**src/rtl/xadc_drp_multichannel_sequencer.sv**
```systemverilog
// Sweeps a table of XADC DRP result registers on every end-of-sequence pulse and
// streams each result as one AXI-Stream beat tagged with channel index and end-of-sweep.
module xadc_drp_multichannel_sequencer #(
    parameter int                          NUM_CHANNELS       = 4,
    parameter logic [NUM_CHANNELS*7-1:0]   CHANNEL_ADDRS      = {7'h13, 7'h1B, 7'h03, 7'h00},
    parameter int                          DATA_WIDTH         = 16,
    parameter int                          DRP_TIMEOUT_CYCLES = 64,
    parameter int                          CNT_WIDTH          = 16
) (
    input  logic                  xadc_dclk,
    input  logic                  xadc_reset_n,
    input  logic                  enable,
    output logic [6:0]            xadc_daddr,
    output logic                  xadc_den,
    input  logic                  xadc_drdy,
    input  logic [DATA_WIDTH-1:0] xadc_do,
    input  logic                  xadc_eos,
    output logic [DATA_WIDTH-1:0] m_axis_tdata,
    output logic                  m_axis_tvalid,
    input  logic                  m_axis_tready,
    output logic [3:0]            m_axis_tid,
    output logic                  m_axis_tlast,
    output logic                  m_axis_tuser,
    output logic                  busy,
    output logic [CNT_WIDTH-1:0]  overrun_count,
    output logic [CNT_WIDTH-1:0]  timeout_count
);

    // AXI-Stream handshake: a beat transfers on a rising xadc_dclk edge where
    // m_axis_tvalid & m_axis_tready; once tvalid rises, tvalid/tdata/tid/tlast/tuser
    // stay unchanged until that transfer, and tvalid never drops without it.

    localparam int         TW        = (DRP_TIMEOUT_CYCLES > 2) ? $clog2(DRP_TIMEOUT_CYCLES) : 1;
    localparam logic [TW-1:0] TIMER_LAST = TW'(DRP_TIMEOUT_CYCLES - 1);
    localparam logic [3:0] LAST_IDX  = 4'(NUM_CHANNELS - 1);

    typedef enum logic [1:0] {
        S_IDLE,
        S_ISSUE,
        S_WAIT,
        S_SEND
    } state_t;

    state_t                state, state_next;
    logic [3:0]            idx, idx_next;
    logic [TW-1:0]         timer, timer_next;
    logic [6:0]            daddr_next;
    logic                  den_next;
    logic [DATA_WIDTH-1:0] tdata_next;
    logic                  tvalid_next;
    logic [3:0]            tid_next;
    logic                  tlast_next;
    logic                  tuser_next;
    logic                  timeout_hit;

    // Table entry 0 sits in the most significant 7 bits of CHANNEL_ADDRS.
    function automatic logic [6:0] chan_addr(input logic [3:0] i);
        return CHANNEL_ADDRS[(NUM_CHANNELS - 1 - int'(i)) * 7 +: 7];
    endfunction

    assign busy = (state != S_IDLE);

    always_comb begin
        state_next  = state;
        idx_next    = idx;
        timer_next  = timer;
        daddr_next  = xadc_daddr;
        den_next    = 1'b0;
        tdata_next  = m_axis_tdata;
        tvalid_next = m_axis_tvalid;
        tid_next    = m_axis_tid;
        tlast_next  = m_axis_tlast;
        tuser_next  = m_axis_tuser;
        timeout_hit = 1'b0;

        // Outputs are registered from the next state, so den is high exactly
        // during the single ISSUE cycle and tvalid exactly while in SEND.
        case (state)
            S_IDLE: begin
                if (xadc_eos && enable) begin
                    state_next = S_ISSUE;
                    idx_next   = 4'd0;
                    den_next   = 1'b1;
                    daddr_next = chan_addr(4'd0);
                end
            end
            S_ISSUE: begin
                timer_next = '0;
                state_next = S_WAIT;
            end
            S_WAIT: begin
                if (xadc_drdy) begin
                    state_next  = S_SEND;
                    tdata_next  = xadc_do;
                    tuser_next  = 1'b0;
                    tvalid_next = 1'b1;
                    tid_next    = idx;
                    tlast_next  = (idx == LAST_IDX);
                end else if (timer == TIMER_LAST) begin
                    state_next  = S_SEND;
                    tdata_next  = '0;
                    tuser_next  = 1'b1;
                    tvalid_next = 1'b1;
                    tid_next    = idx;
                    tlast_next  = (idx == LAST_IDX);
                    timeout_hit = 1'b1;
                end else begin
                    timer_next = timer + TW'(1);
                end
            end
            S_SEND: begin
                if (m_axis_tready) begin
                    tvalid_next = 1'b0;
                    if (m_axis_tlast) begin
                        state_next = S_IDLE;
                    end else begin
                        state_next = S_ISSUE;
                        idx_next   = idx + 4'd1;
                        den_next   = 1'b1;
                        daddr_next = chan_addr(idx + 4'd1);
                    end
                end
            end
            default: state_next = S_IDLE;
        endcase
    end

    always_ff @(posedge xadc_dclk or negedge xadc_reset_n) begin
        if (!xadc_reset_n) begin
            state         <= S_IDLE;
            idx           <= '0;
            timer         <= '0;
            xadc_daddr    <= '0;
            xadc_den      <= 1'b0;
            m_axis_tdata  <= '0;
            m_axis_tvalid <= 1'b0;
            m_axis_tid    <= '0;
            m_axis_tlast  <= 1'b0;
            m_axis_tuser  <= 1'b0;
            overrun_count <= '0;
            timeout_count <= '0;
        end else begin
            state         <= state_next;
            idx           <= idx_next;
            timer         <= timer_next;
            xadc_daddr    <= daddr_next;
            xadc_den      <= den_next;
            m_axis_tdata  <= tdata_next;
            m_axis_tvalid <= tvalid_next;
            m_axis_tid    <= tid_next;
            m_axis_tlast  <= tlast_next;
            m_axis_tuser  <= tuser_next;
            // An EOS seen in any non-IDLE state is dropped, including the final SEND cycle.
            if (xadc_eos && (state != S_IDLE) && (overrun_count != '1))
                overrun_count <= overrun_count + CNT_WIDTH'(1);
            if (timeout_hit && (timeout_count != '1))
                timeout_count <= timeout_count + CNT_WIDTH'(1);
        end
    end

endmodule

```
**config.mk**
```make
export PLATFORM = sky130hd
export DESIGN_NAME = xadc_drp_multichannel_sequencer
export DESIGN_NICKNAME = d
export VERILOG_FILES = /design/src/rtl/xadc_drp_multichannel_sequencer.sv
export SDC_FILE = /design/constraint.sdc
export NUM_CORES = 1
export LEC_CHECK = 0
export BUFFER_PORTS_ARGS = -buffer_cell sky130_fd_sc_hd__clkbuf_2
export CAP_MARGIN = 25
export CORE_AREA = 2 2 86 88
export CTS_BUF_LIST = sky130_fd_sc_hd__clkbuf_2 sky130_fd_sc_hd__clkbuf_4 sky130_fd_sc_hd__clkbuf_8
export DETAILED_ROUTE_END_ITERATION = 8
export DIE_AREA = 0 0 88 90
export HOLD_SLACK_MARGIN = 0.08
export PLACE_DENSITY = 0.85
export SETUP_SLACK_MARGIN = 0.05
export SYNTH_ARGS = -nofsm -noshare
export SYNTH_HDL_FRONTEND = slang
export SYNTH_SLANG_ARGS = --single-unit
```
**constraint.sdc**
```tcl
create_clock -name xadc_dclk -period 6.3 [get_ports xadc_dclk]
set_input_delay 0.315 -clock xadc_dclk [delete_from_list [all_inputs] [get_ports xadc_dclk]]
set_output_delay 0.315 -clock xadc_dclk [all_outputs]
set_load 0.01 [all_outputs]
```
==> impl_results.md <==
- Setup repair after global routing missed its margin: false
- Initial detailed-routing violation count: 180
- Average footprint of a synthesized cell: approximately 10 um^2
- Share of flip-flops with an asynchronous set or reset: 100%
- Worst Path Required: 6540 ps
- Via count of the first global-routing pass: 3124
- Die area: 0.00792 mm^2
- Run status: completed
- Via count: ~3400
- CP max FO: 23
- Yosys reg bits: 75
- Via density per instance: 5.58
- Layout net count: 543
- Static Leak: about 2.4 nW
- Maximum clock insertion buffer count: 2
- Top Ports: 86
- CTS H-tree depth: 3
- Fin Hold WS: 167 ps
- Final worst setup slack: 1650 ps
- Area of the mapped netlist: 0.00409 mm^2
- Clock slew at the register clock pins of the worst setup and hold paths: 80 ps
- Power density of the placed cells: 416 mW/mm^2
- Growth of design area from synthesis to finish: 18.2%
- CTS resizes: 0
- Worst setup SP type: flop
- TritonCTS buffer count: 9
- Final Hold Vio Count: 0
- Max Transition Viols Final: 0
- Clock tree skew after final layout: 10.1 ps
- Number of standard cells in the final layout excluding fillers: 606
- Site row count: 31
- Synthesized Nets: between 400 and 500
- Length of the first detailed-routing pass in iterations: 4
- Post-synth top flop: sky130_fd_sc_hd__dfrtp_1
- Yosys warns: 0
- DIE HEIGHT: approximately 90 um
- All-Layer GR Usage: 21.9%
- Post-CTS setup buffer count: 0
- Fraction of the cycle the final worst path needs: between 70% and 80%
- Pin count of the biggest net entering global routing: 76
- CP endpoint kind: flop
- Source-to-sink clock delay at the later pin of the worst-skew pair: between 300 and 400 ps
- Final antenna-violating net count: 0
- Global-route congestion overflow total: 0
- Number of placed cells counting well taps: 590
- Final routed wire length divided by cell count: 13.8 um
- Sum of negative setup slack: 0 ps
- Worst slew pin tran: 917 ps
- Filler instances: between 500 and 600
- Remaining design rule violation count: 0
- First-pass GRT wire length: 14000 um
- Master cell of the clock root buffer: sky130_fd_sc_hd__clkbuf_8
- Clock tree from TritonCTS: yes
- Sequential area share after synthesis: 45.9%
- Worst hold-check path type: in2async
- DP Worst Slack: ~1800 ps
- Number of port buffers: 85
- Synth Instances: 419
- # Max-Cap Violations: 0
- FMAX: 215 MHz
- Worst slew margin: 38.8%
- Final setup violation count: 0
- Core region area: between 0.007 and 0.008 mm^2
- Classification of the worst setup path: reg2reg
- HPWL Detailed: 6080 um
- Post-synth EDFFs: 0
- Detailed Route WL: 8350 um
- Die span in x: ~88 um
- Routability congestion estimate: 0.845
- Reg-to-reg slack, setup: 1650 ps
- Fraction of final layout cells sized beyond drive strength 1: a little under a quarter
- Crit path DAT: 4890 ps
- Worst vdd rail ir drop: about 250 uV
- Number of antenna violations at the first check in global routing: 0
- Synth cell types: 61
- Tmin final: 4650 ps
- Hold-fix buffer count after cts: 0
- Total inserted antenna cells: 0
- Sink Count: 75
- Initial cell density of the core: 58.3%
==> cell usage in the layout (no fill, tap or decap), drive strengths merged, types with 3 or more instances in the layout <==
cell type	netlist	final
nor2b	5	5
nand4	12	12
clkbuf	7	94
a21oi	17	17
mux2	9	9
xnor2	22	22
dfrtp	75	75
o211ai	3	3
nand2	65	65
nor3	6	6
o2111ai	3	3
o21ai	10	10
a31oi	4	4
fa	3	3
and4	5	5
a311oi	3	3
and2	6	6
o31ai	4	4
nor2	19	19
bufinv	0	3
and3	13	13
nand2b	6	6
nand3	36	36
xor2	14	14
inv	19	20
ha	16	16
==> logic make-up (layout without fill, tap and decap cells) <==
logic type,after synthesis,count (layout),synth area share (%)
AOI/OAI and AO/OA,62,62,10.6
xor gates and xnor gates,36,36,8.08
adders and majority gates,19,19,6.36
buffers and inverters,33,121,3.21
DFF,75,75,45.9
muxes,11,11,2.97
and+or+nand+nor,183,183,22.9
==> synthesized netlist by cell type, drive strengths merged (2+ instances only) <==
library cell,number,area [um^2]
a21o,2,15.0
a21oi,17,85.1
a221oi,2,17.5
a311oi,3,38.8
a31oi,4,25.0
and2,6,37.5
and3,13,82.6
and4,5,43.8
buf,7,33.8
clkbuf,7,26.3
dfrtp,75,1880
fa,3,60.1
ha,16,200
inv,19,71.3
mux2,9,101
mux2i,2,20.0
nand2,65,244
nand2b,6,37.5
nand3,36,180
nand4,12,96.3
nor2,19,71.3
nor2b,5,31.3
nor3,6,35.0
nor3b,2,15.0
o2111ai,3,26.3
o211ai,3,22.5
o21ai,10,50.1
o31ai,4,30.0
xnor2,22,200
xor2,14,130
==> state kept, by name, indices dropped and copies added (netlist names) <==
signal	flops
m_axis_tdata	16
xadc_daddr	7
timer	6
idx	4
xadc_den	1
m_axis_tlast	1
state	2
m_axis_tid	4
m_axis_tuser	1
m_axis_tvalid	1
timeout_count	16
overrun_count	16
==> stage by stage <==
step / instance area, um^2 / power, mW / util [%]
detailed placement: 4590 / 1.55 / 65.3
global route: 4840 / 2.16 / 68.9
global placement: 4590 / 1.52 / 65.3
CTS: 4840 / 2.02 / 68.9
floorplan: 4090 / 1.32 / -
finish: 4840 / 2.01 / 68.9
==> final cells by class <==
class                           count  area, um^2  area share (%)
Multi-Input combinational cell    311        2080            43.1
Sequential cell                    75        1880            38.8
Timing Repair Buffer               86         433            8.95
Clock buffer                       10         138            2.85
Tap cell                           99         124            2.56
Clock inverter                      6         111            2.30
Inverter                           19        71.3            1.47
==> layer usage <==
| metal | GRT usage [%] | share of wire (%) | routed length (um) | vias to the layer above |
|---|---|---|---|---|
| li1 | - | - | - | 1639 |
| met5 | 0 | 0 | 0 | - |
| met2 | 33.2 | 45 | 3780 | 128 |
| met1 | 30.6 | 46 | 3830 | 1599 |
| met4 | 9.36 | 2.5 | 206 | 0 |
| met3 | 4.22 | 6.3 | 523 | 18 |
==> worst paths after layout <==
path | depth (start not counted) | startpoint | to
min in group xadc_dclk | 3 | xadc_do[13] | m_axis_tdata[13]
min | 2 | xadc_reset_n | timeout_count[11]
max | 11 | idx[0] | xadc_daddr[4]
max reg2reg | 11 | idx[0] | xadc_daddr[4]
max in group asynchronous | 2 | xadc_reset_n | m_axis_tdata[14]
min reg2reg | 2 | xadc_daddr[6] | xadc_daddr[6]
==> critical path, cell delays in order, from the launching register on <==
cell and delay [ps]:
sky130_fd_sc_hd__dfrtp_1 610, sky130_fd_sc_hd__ha_1 760, sky130_fd_sc_hd__inv_1 240, sky130_fd_sc_hd__ha_1 360
sky130_fd_sc_hd__fa_1 540, sky130_fd_sc_hd__inv_1 70, sky130_fd_sc_hd__fa_1 510, sky130_fd_sc_hd__xnor2_1 740
sky130_fd_sc_hd__nand2_1 160, sky130_fd_sc_hd__nor2_1 150, sky130_fd_sc_hd__o21ai_0 120, sky130_fd_sc_hd__a221oi_1 280
==> power by group <==
group          leakage (nW)  internal (mW)  total (mW)  switching (mW)
combinational          1.33          0.350       0.857           0.507
sequential            0.979          0.597       0.696          0.0997
clock                 0.123          0.275       0.456           0.181
Power figures use the tool's default switching activity.
